## config.mk

```make
export PLATFORM = sky130hd
export DESIGN_NAME = exception_sequencer_flat
export DESIGN_NICKNAME = d
export VERILOG_FILES = /design/src/rtl/exc_defs.sv /design/src/rtl/exception_sequencer_if.sv /design/src/rtl/exc_byte_lane_sel.sv /design/src/rtl/exception_sequencer.sv /design/src/flat_wrapper.sv
export SDC_FILE = /design/constraint.sdc
export NUM_CORES = 1
export LEC_CHECK = 0
export CORE_ASPECT_RATIO = 1.1
export CORE_UTILIZATION = 46
export DETAILED_ROUTE_END_ITERATION = 12
export HOLD_SLACK_MARGIN = 0.05
export PLACE_DENSITY = 0.87
export SLEW_MARGIN = 15
export SYNTH_ARGS = -nofsm -noshare
export SYNTH_HDL_FRONTEND = slang
export SYNTH_HIERARCHICAL = 1
export SYNTH_SLANG_ARGS = --single-unit
export TNS_END_PERCENT = 50
```

## constraint.sdc

```tcl
create_clock -name clk -period 5.9 [get_ports clk]
set_clock_uncertainty 0.2 [all_clocks]
set_input_delay 1.18 -clock clk [delete_from_list [all_inputs] [get_ports clk]]
set_output_delay 1.18 -clock clk [all_outputs]
set_load 0.005 [all_outputs]
```

## src/rtl/exc_defs.sv

```systemverilog
// Shared definitions for the exception sequencer: cause codes, FSM state
// encoding, default vector addresses and the write-back select code.
package exc_defs;

    typedef enum logic [1:0] {
        CAUSE_NONE   = 2'd0,
        CAUSE_OPCODE = 2'd1,
        CAUSE_OVF    = 2'd2,
        CAUSE_DIV0   = 2'd3
    } cause_t;

    typedef enum logic [2:0] {
        ST_IDLE    = 3'd0,
        ST_CAPTURE = 3'd1,
        ST_READ    = 3'd2,
        ST_WAIT    = 3'd3,
        ST_LATCH   = 3'd4,
        ST_DONE    = 3'd5
    } state_t;

    localparam int unsigned VEC_OPCODE_DEFAULT = 253;
    localparam int unsigned VEC_OVF_DEFAULT    = 254;
    localparam int unsigned VEC_DIV0_DEFAULT   = 255;

    // Write-back mux select code that routes exception_address to the register file.
    localparam logic [1:0] WB_SEL_EXC = 2'd3;

    // Highest-priority cause among simultaneous requests: opcode > overflow > div0.
    function automatic cause_t prio_cause(input logic op, input logic ovf, input logic div0);
        if (op)
            return CAUSE_OPCODE;
        else if (ovf)
            return CAUSE_OVF;
        else if (div0)
            return CAUSE_DIV0;
        else
            return CAUSE_NONE;
    endfunction

    // Lower non-zero code wins, so merging is a min over the non-zero codes.
    function automatic cause_t merge_cause(input cause_t a, input cause_t b);
        if (a == CAUSE_NONE)
            return b;
        else if (b == CAUSE_NONE)
            return a;
        else
            return (a < b) ? a : b;
    endfunction

endpackage

```

## src/rtl/exception_sequencer_if.sv

```systemverilog
// Memory read port used by the exception sequencer to fetch handler vectors.
interface exception_sequencer_if;
    logic [31:0] mem_addr;
    logic        mem_rd;
    logic [31:0] mem_data_in;

    modport master (output mem_addr, output mem_rd, input mem_data_in);
    modport slave  (input mem_addr, input mem_rd, output mem_data_in);
endinterface

```

## src/rtl/exc_byte_lane_sel.sv

```systemverilog
// Picks one byte of a memory word by its low address bits and zero-extends it.
module exc_byte_lane_sel (
    input  logic [31:0] word,
    input  logic [1:0]  lane,
    output logic [31:0] zext
);
    logic [7:0] lanes [4];

    for (genvar gi = 0; gi < 4; gi++) begin : g_lane
        assign lanes[gi] = word[8*gi +: 8];
    end

    assign zext = {24'b0, lanes[lane]};
endmodule

```

## src/rtl/exception_sequencer.sv

```systemverilog
// Multicycle exception handler: saves EPC, fetches the handler vector byte and
// presents it for write-back. Optional EXC_PENDING_EN queues requests seen while busy.
module exception_sequencer
    import exc_defs::*;
#(
    parameter int unsigned MEM_LATENCY = 1,
    parameter int unsigned VEC_OPCODE  = VEC_OPCODE_DEFAULT,
    parameter int unsigned VEC_OVF     = VEC_OVF_DEFAULT,
    parameter int unsigned VEC_DIV0    = VEC_DIV0_DEFAULT
) (
    input  logic                         clk,
    input  logic                         reset,
    input  logic                         exc_opcode,
    input  logic                         exc_overflow,
    input  logic                         exc_div0,
    input  logic [31:0]                  pc_in,
    exception_sequencer_if.master        mem,
    output logic [31:0]                  epc_out,
    output logic                         epc_we,
    output logic [31:0]                  exception_address,
    output logic [1:0]                   exc_cause,
    output logic                         busy,
    output logic                         done
);
    localparam logic [2:0] LAT = 3'(MEM_LATENCY);

    state_t      state_reg;
    logic [2:0]  cnt_reg;
    logic [31:0] mem_addr_reg;
    logic        mem_rd_reg;
    logic [31:0] lane_word;
    cause_t      req_cause;
    cause_t      start_cause;

    assign mem.mem_addr = mem_addr_reg;
    assign mem.mem_rd   = mem_rd_reg;
    assign req_cause    = prio_cause(exc_opcode, exc_overflow, exc_div0);

    exc_byte_lane_sel u_lane_sel (
        .word (mem.mem_data_in),
        .lane (mem_addr_reg[1:0]),
        .zext (lane_word)
    );

    function automatic logic [31:0] vec_addr(input logic [1:0] cause);
        case (cause)
            CAUSE_OPCODE: return 32'(VEC_OPCODE);
            CAUSE_OVF:    return 32'(VEC_OVF);
            default:      return 32'(VEC_DIV0);
        endcase
    endfunction

`ifdef EXC_PENDING_EN
    cause_t pending_reg;
    assign start_cause = merge_cause(req_cause, pending_reg);
`else
    assign start_cause = req_cause;
`endif

    always_ff @(posedge clk) begin
        if (!reset) begin
            state_reg         <= ST_IDLE;
            cnt_reg           <= '0;
            mem_addr_reg      <= '0;
            mem_rd_reg        <= 1'b0;
            epc_out           <= '0;
            epc_we            <= 1'b0;
            exception_address <= '0;
            exc_cause         <= '0;
            busy              <= 1'b0;
            done              <= 1'b0;
`ifdef EXC_PENDING_EN
            pending_reg       <= CAUSE_NONE;
`endif
        end else begin
            epc_we     <= 1'b0;
            mem_rd_reg <= 1'b0;
            done       <= 1'b0;
`ifdef EXC_PENDING_EN
            // Remember the most urgent request that arrives mid-sequence.
            if (state_reg != ST_IDLE)
                pending_reg <= merge_cause(pending_reg, req_cause);
`endif
            case (state_reg)
                ST_IDLE: begin
                    if (start_cause != CAUSE_NONE) begin
                        exc_cause <= start_cause;
                        epc_out   <= pc_in - 32'd4;
                        epc_we    <= 1'b1;
                        busy      <= 1'b1;
                        state_reg <= ST_CAPTURE;
`ifdef EXC_PENDING_EN
                        pending_reg <= CAUSE_NONE;
`endif
                    end
                end
                ST_CAPTURE: begin
                    mem_addr_reg <= vec_addr(exc_cause);
                    mem_rd_reg   <= 1'b1;
                    state_reg    <= ST_READ;
                end
                ST_READ: begin
                    cnt_reg   <= LAT;
                    state_reg <= (LAT == 3'd0) ? ST_LATCH : ST_WAIT;
                end
                ST_WAIT: begin
                    cnt_reg <= cnt_reg - 3'd1;
                    if (cnt_reg <= 3'd1)
                        state_reg <= ST_LATCH;
                end
                ST_LATCH: begin
                    exception_address <= lane_word;
                    done              <= 1'b1;
                    state_reg         <= ST_DONE;
                end
                ST_DONE: begin
`ifdef EXC_PENDING_EN
                    if (pending_reg != CAUSE_NONE) begin
                        exc_cause   <= pending_reg;
                        epc_out     <= pc_in - 32'd4;
                        epc_we      <= 1'b1;
                        pending_reg <= CAUSE_NONE;
                        state_reg   <= ST_CAPTURE;
                    end else begin
                        busy         <= 1'b0;
                        mem_addr_reg <= '0;
                        state_reg    <= ST_IDLE;
                    end
`else
                    busy         <= 1'b0;
                    mem_addr_reg <= '0;
                    state_reg    <= ST_IDLE;
`endif
                end
                default: begin
                    busy         <= 1'b0;
                    mem_addr_reg <= '0;
                    state_reg    <= ST_IDLE;
                end
            endcase
        end
    end
endmodule

```

## src/flat_wrapper.sv

```systemverilog
// flat-port wrapper written by rule: the top's interface ports become plain ports
module exception_sequencer_flat import exc_defs::*;
#(
    parameter int unsigned MEM_LATENCY = 1,
    parameter int unsigned VEC_OPCODE  = VEC_OPCODE_DEFAULT,
    parameter int unsigned VEC_OVF     = VEC_OVF_DEFAULT,
    parameter int unsigned VEC_DIV0    = VEC_DIV0_DEFAULT
)
  (clk, reset, exc_opcode, exc_overflow, exc_div0, pc_in, epc_out, epc_we, exception_address, exc_cause, busy, done, mem_mem_addr, mem_mem_rd, mem_mem_data_in);
  exception_sequencer_if mem_i ();
  input  logic clk;
  input  logic reset;
  input  logic exc_opcode;
  input  logic exc_overflow;
  input  logic exc_div0;
  input  logic [31:0] pc_in;
  output logic [31:0] epc_out;
  output logic epc_we;
  output logic [31:0] exception_address;
  output logic [1:0] exc_cause;
  output logic busy;
  output logic done;
  output wire logic [$bits(mem_i.mem_addr)-1:0] mem_mem_addr;
  output wire logic [$bits(mem_i.mem_rd)-1:0] mem_mem_rd;
  input wire logic [$bits(mem_i.mem_data_in)-1:0] mem_mem_data_in;
  assign mem_mem_addr = mem_i.mem_addr;
  assign mem_mem_rd = mem_i.mem_rd;
  assign mem_i.mem_data_in = mem_mem_data_in;
  exception_sequencer #(.MEM_LATENCY(MEM_LATENCY), .VEC_OPCODE(VEC_OPCODE), .VEC_OVF(VEC_OVF), .VEC_DIV0(VEC_DIV0)) u_core (.clk(clk), .reset(reset), .exc_opcode(exc_opcode), .exc_overflow(exc_overflow), .exc_div0(exc_div0), .pc_in(pc_in), .mem(mem_i), .epc_out(epc_out), .epc_we(epc_we), .exception_address(exception_address), .exc_cause(exc_cause), .busy(busy), .done(done));
endmodule
```

==> flow_summary.yaml <==
place:
  port_buffers: 146
  gp_congestion: 0.8642
  dp_hpwl_mm: 7.011
logic_synthesis:
  async_flop_share: 0
  syn-cell-area_um2: 3916
  yosysWarnings: 6
  synth_seq_cells: 79
  synth_cell_types: 44
  synth_ff_type: "dfxtp_1"
  ys_seq_area_frac: 0.4038
  syn_inst: 469
  synth.avg_cell_area_um2: 8.350
  yosysTopAreaCell: "dfxtp_1"
  post-synth-top-area-fraction: 0.4038
  synth.area.top_cells: "dfxtp_1 (40%), buf_4 (10%), nand2_1 (7.5%)"
  synth_edf_count: 0
cts:
  post_cts_buffers: 0
  htree_num_levels: 3
  cts-resized-gates: 0
  cts_tree: "yes"
  postCtsHoldBufs: 0
  cts_buffers: 9
  insertion_delay_ns: 0.35
  clk_pin_slew_ns: 0.07
  clockRootBuffer: "clkbuf_8"
  clock_path_buffers: 2
  cts.sinks: 79
critical_path:
  critical_path_class: "in2reg"
  critPathRequiredTime_ns: 5.88
  r2r_setup_slack_ns: 3.54
  rr_endpoint: "u_core/epc_out[6]"
  critPathArrivalTime_ns: 3.68
  critPathLaunchType: "input port"
  reg2regPathDepth: 4
  crit_path_end_kind: "register"
  cp_max_fo: 11
  reg2reg_from: "u_core/state_reg[2]"
timing:
  rsz0062_at_grt: "no"
  slew_viol_final: 0
  tightest_slew_ns: 1.089
  fmaxAchievable_ghz: 0.2707
  fin_crit_ns: 3.695
  hold_viol: 0
  max-slew-margin-rel: 0.2722
  final.setup.tns_ns: 0
  finalCritPeriodShare: 0.6262
  finalSetupViolations: 0
pwr:
  combPwrFrac: 0.220
  power.share.clock: 0.320
  leakagePower_nw: 1.897
  swShare: 0.2603
  p_total_w: 0.001342
  pwr-share-seq: 0.459
  power.density_nw_per_um2: 249.2
  ir_drop_mv: 0.1252
  power_switching_w: 0.0003492
  internal-power_w: 0.0009925
floorplanning:
  start_util: 0.4845
  rows: 34
  core_area_um2: 8083
  pin_count: 171
  die_area_um2: 8887
  die_w_um: 89.98
  die_y_um: 98.78
worst_hold_path:
  min_from: "u_core/exception_address[3]"
  whs_endpoint: "u_core/exception_address[3]"
  min_path_cells: 2
  hold_path.class: "reg2reg"
detailed_routing:
  wl_met1_mm: 3.835
  dr_wl_met3_um: 798
  drt_iter0_drc: 110
  via_count: 3504
  viasPerCell: 4.977
  top_layer: "met4"
  wl_per_cell_um: 13.26
  route.detailed.drc: 0
  routed_wl_mm: 9.333
  ant_nets: 0
  dr.pass1.iters: 4
  wl_met2_mm: 4.452
finish:
  layout-drive-gt1-share: 0.05537
  fin_nets: 663
  antenna_cells: 0
  utilization: 0.6661
  area_delta_synth_final_pct: 37.48
  top_regs: "u_core/epc_out (32), u_core/exception_address (32)"
global_route:
  grt_antenna_before_repair: 0
  grt_max_degree: 62
  grt_pass1_vias: 3250
  gr-usage-all-layers: 0.2053
  grt_overflow: 0
  grt_first_pass_wirelength_mm: 14.79
flow_run:
  max_cap_violations: 0
outcome:
  status: "finished clean"
-- Yosys cell counts, types with 3 or more instances --
| master | number |
|---|---|
| nor4_2 | 3 |
| mux4_2 | 8 |
| nor2_1 | 24 |
| nor4_1 | 6 |
| ha_1 | 3 |
| clkbuf_1 | 26 |
| xnor2_1 | 17 |
| or4_1 | 4 |
| nand2_1 | 78 |
| inv_1 | 7 |
| or2_2 | 3 |
| dfxtp_1 | 79 |
| o21ai_0 | 31 |
| xor2_1 | 6 |
| buf_4 | 53 |
| nor3_1 | 12 |
| or3_1 | 7 |
| a211oi_1 | 7 |
| nand3_1 | 4 |
| a21oi_1 | 56 |
-- power by group through the flow --
stage / registers [W] / logic, W / clock network [W]
after floorplan: 0.000619 / 0.000163 / 0
after global placement: 0.000626 / 0.000287 / 0
after detailed placement: 0.000629 / 0.000293 / 0
after CTS: 0.000617 / 0.000296 / 0.000444
after global routing: 0.000625 / 0.000321 / 0.000467
final: 0.000616 / 0.000295 / 0.000430
-- cell type report --
class                           count  area, µm²
Clock buffer                       11      131.4
Clock inverter                      5      81.33
Fill cell                         670       2699
Inverter                            8      30.03
Multi-Input combinational cell    346       1956
Sequential cell                    79       1582
Tap cell                          108      135.1
Timing Repair Buffer              147       1469
-- worst max-delay path, stage by stage --
cell,delay [ns]
clkdlybuf4s50_1,0.49
nor4_1,0.54
nand3_1,0.53
or2_2,0.46
o311ai_0,0.32
o211ai_1,0.15
-- cells in the final DEF (no fill, tap or decap), drive strengths merged, types with 7 or more instances in the layout --
cell,count
dfxtp,79
o21ai,31
clkbuf,11
nor4,9
a21oi,56
mux4,8
conb,48
nand2,78
nor2,24
xnor2,17
or3,7
a211oi,7
clkdlybuf4s50,146
inv,8
nor3,12
-- metrics by stage --
stage                     cell area [µm²]  worst slack (ns)  hold WS, ns  cells
after global routing                 5384             1.987       0.2774    704
after floorplan                      4089             2.740       0.2449    515
after detailed placement             5171             1.852       0.2485    688
final                                5384             2.205       0.2562    704
after global placement               5171             2.041       0.2413    688
after CTS                            5384             2.220       0.2590    704
-- worst max-delay path by stage --
stage	depth (start not counted)	start	endpoint
floorplan	6	pc_in[19]	u_core/epc_out[31]
global placement	6	pc_in[9]	u_core/epc_out[31]
detailed placement	6	pc_in[7]	u_core/epc_out[31]
CTS	6	pc_in[7]	u_core/epc_out[31]
global route	6	pc_in[7]	u_core/epc_out[31]
finish	6	pc_in[7]	u_core/epc_out[31]
-- kinds of logic after synthesis --
kind of cell | synth area share
compound gates | 0.1473
xor+xnor | 0.05144
fa+ha+maj | 0.009586
buf+inv | 0.1412
flops | 0.4038
mux | 0.05112
other cells | 0.001918
simple gates | 0.1936
-- metal layers --
| layer | global-route usage | vias up |
|---|---|---|
| li1 | - | 1751 |
| met1 | 0.2304 | 1600 |
| met2 | 0.3550 | 133 |
| met3 | 0.06559 | 20 |
| met4 | 0.09801 | 0 |
| met5 | 0 | - |
Note: power is estimated with default switching activity, not from simulation.
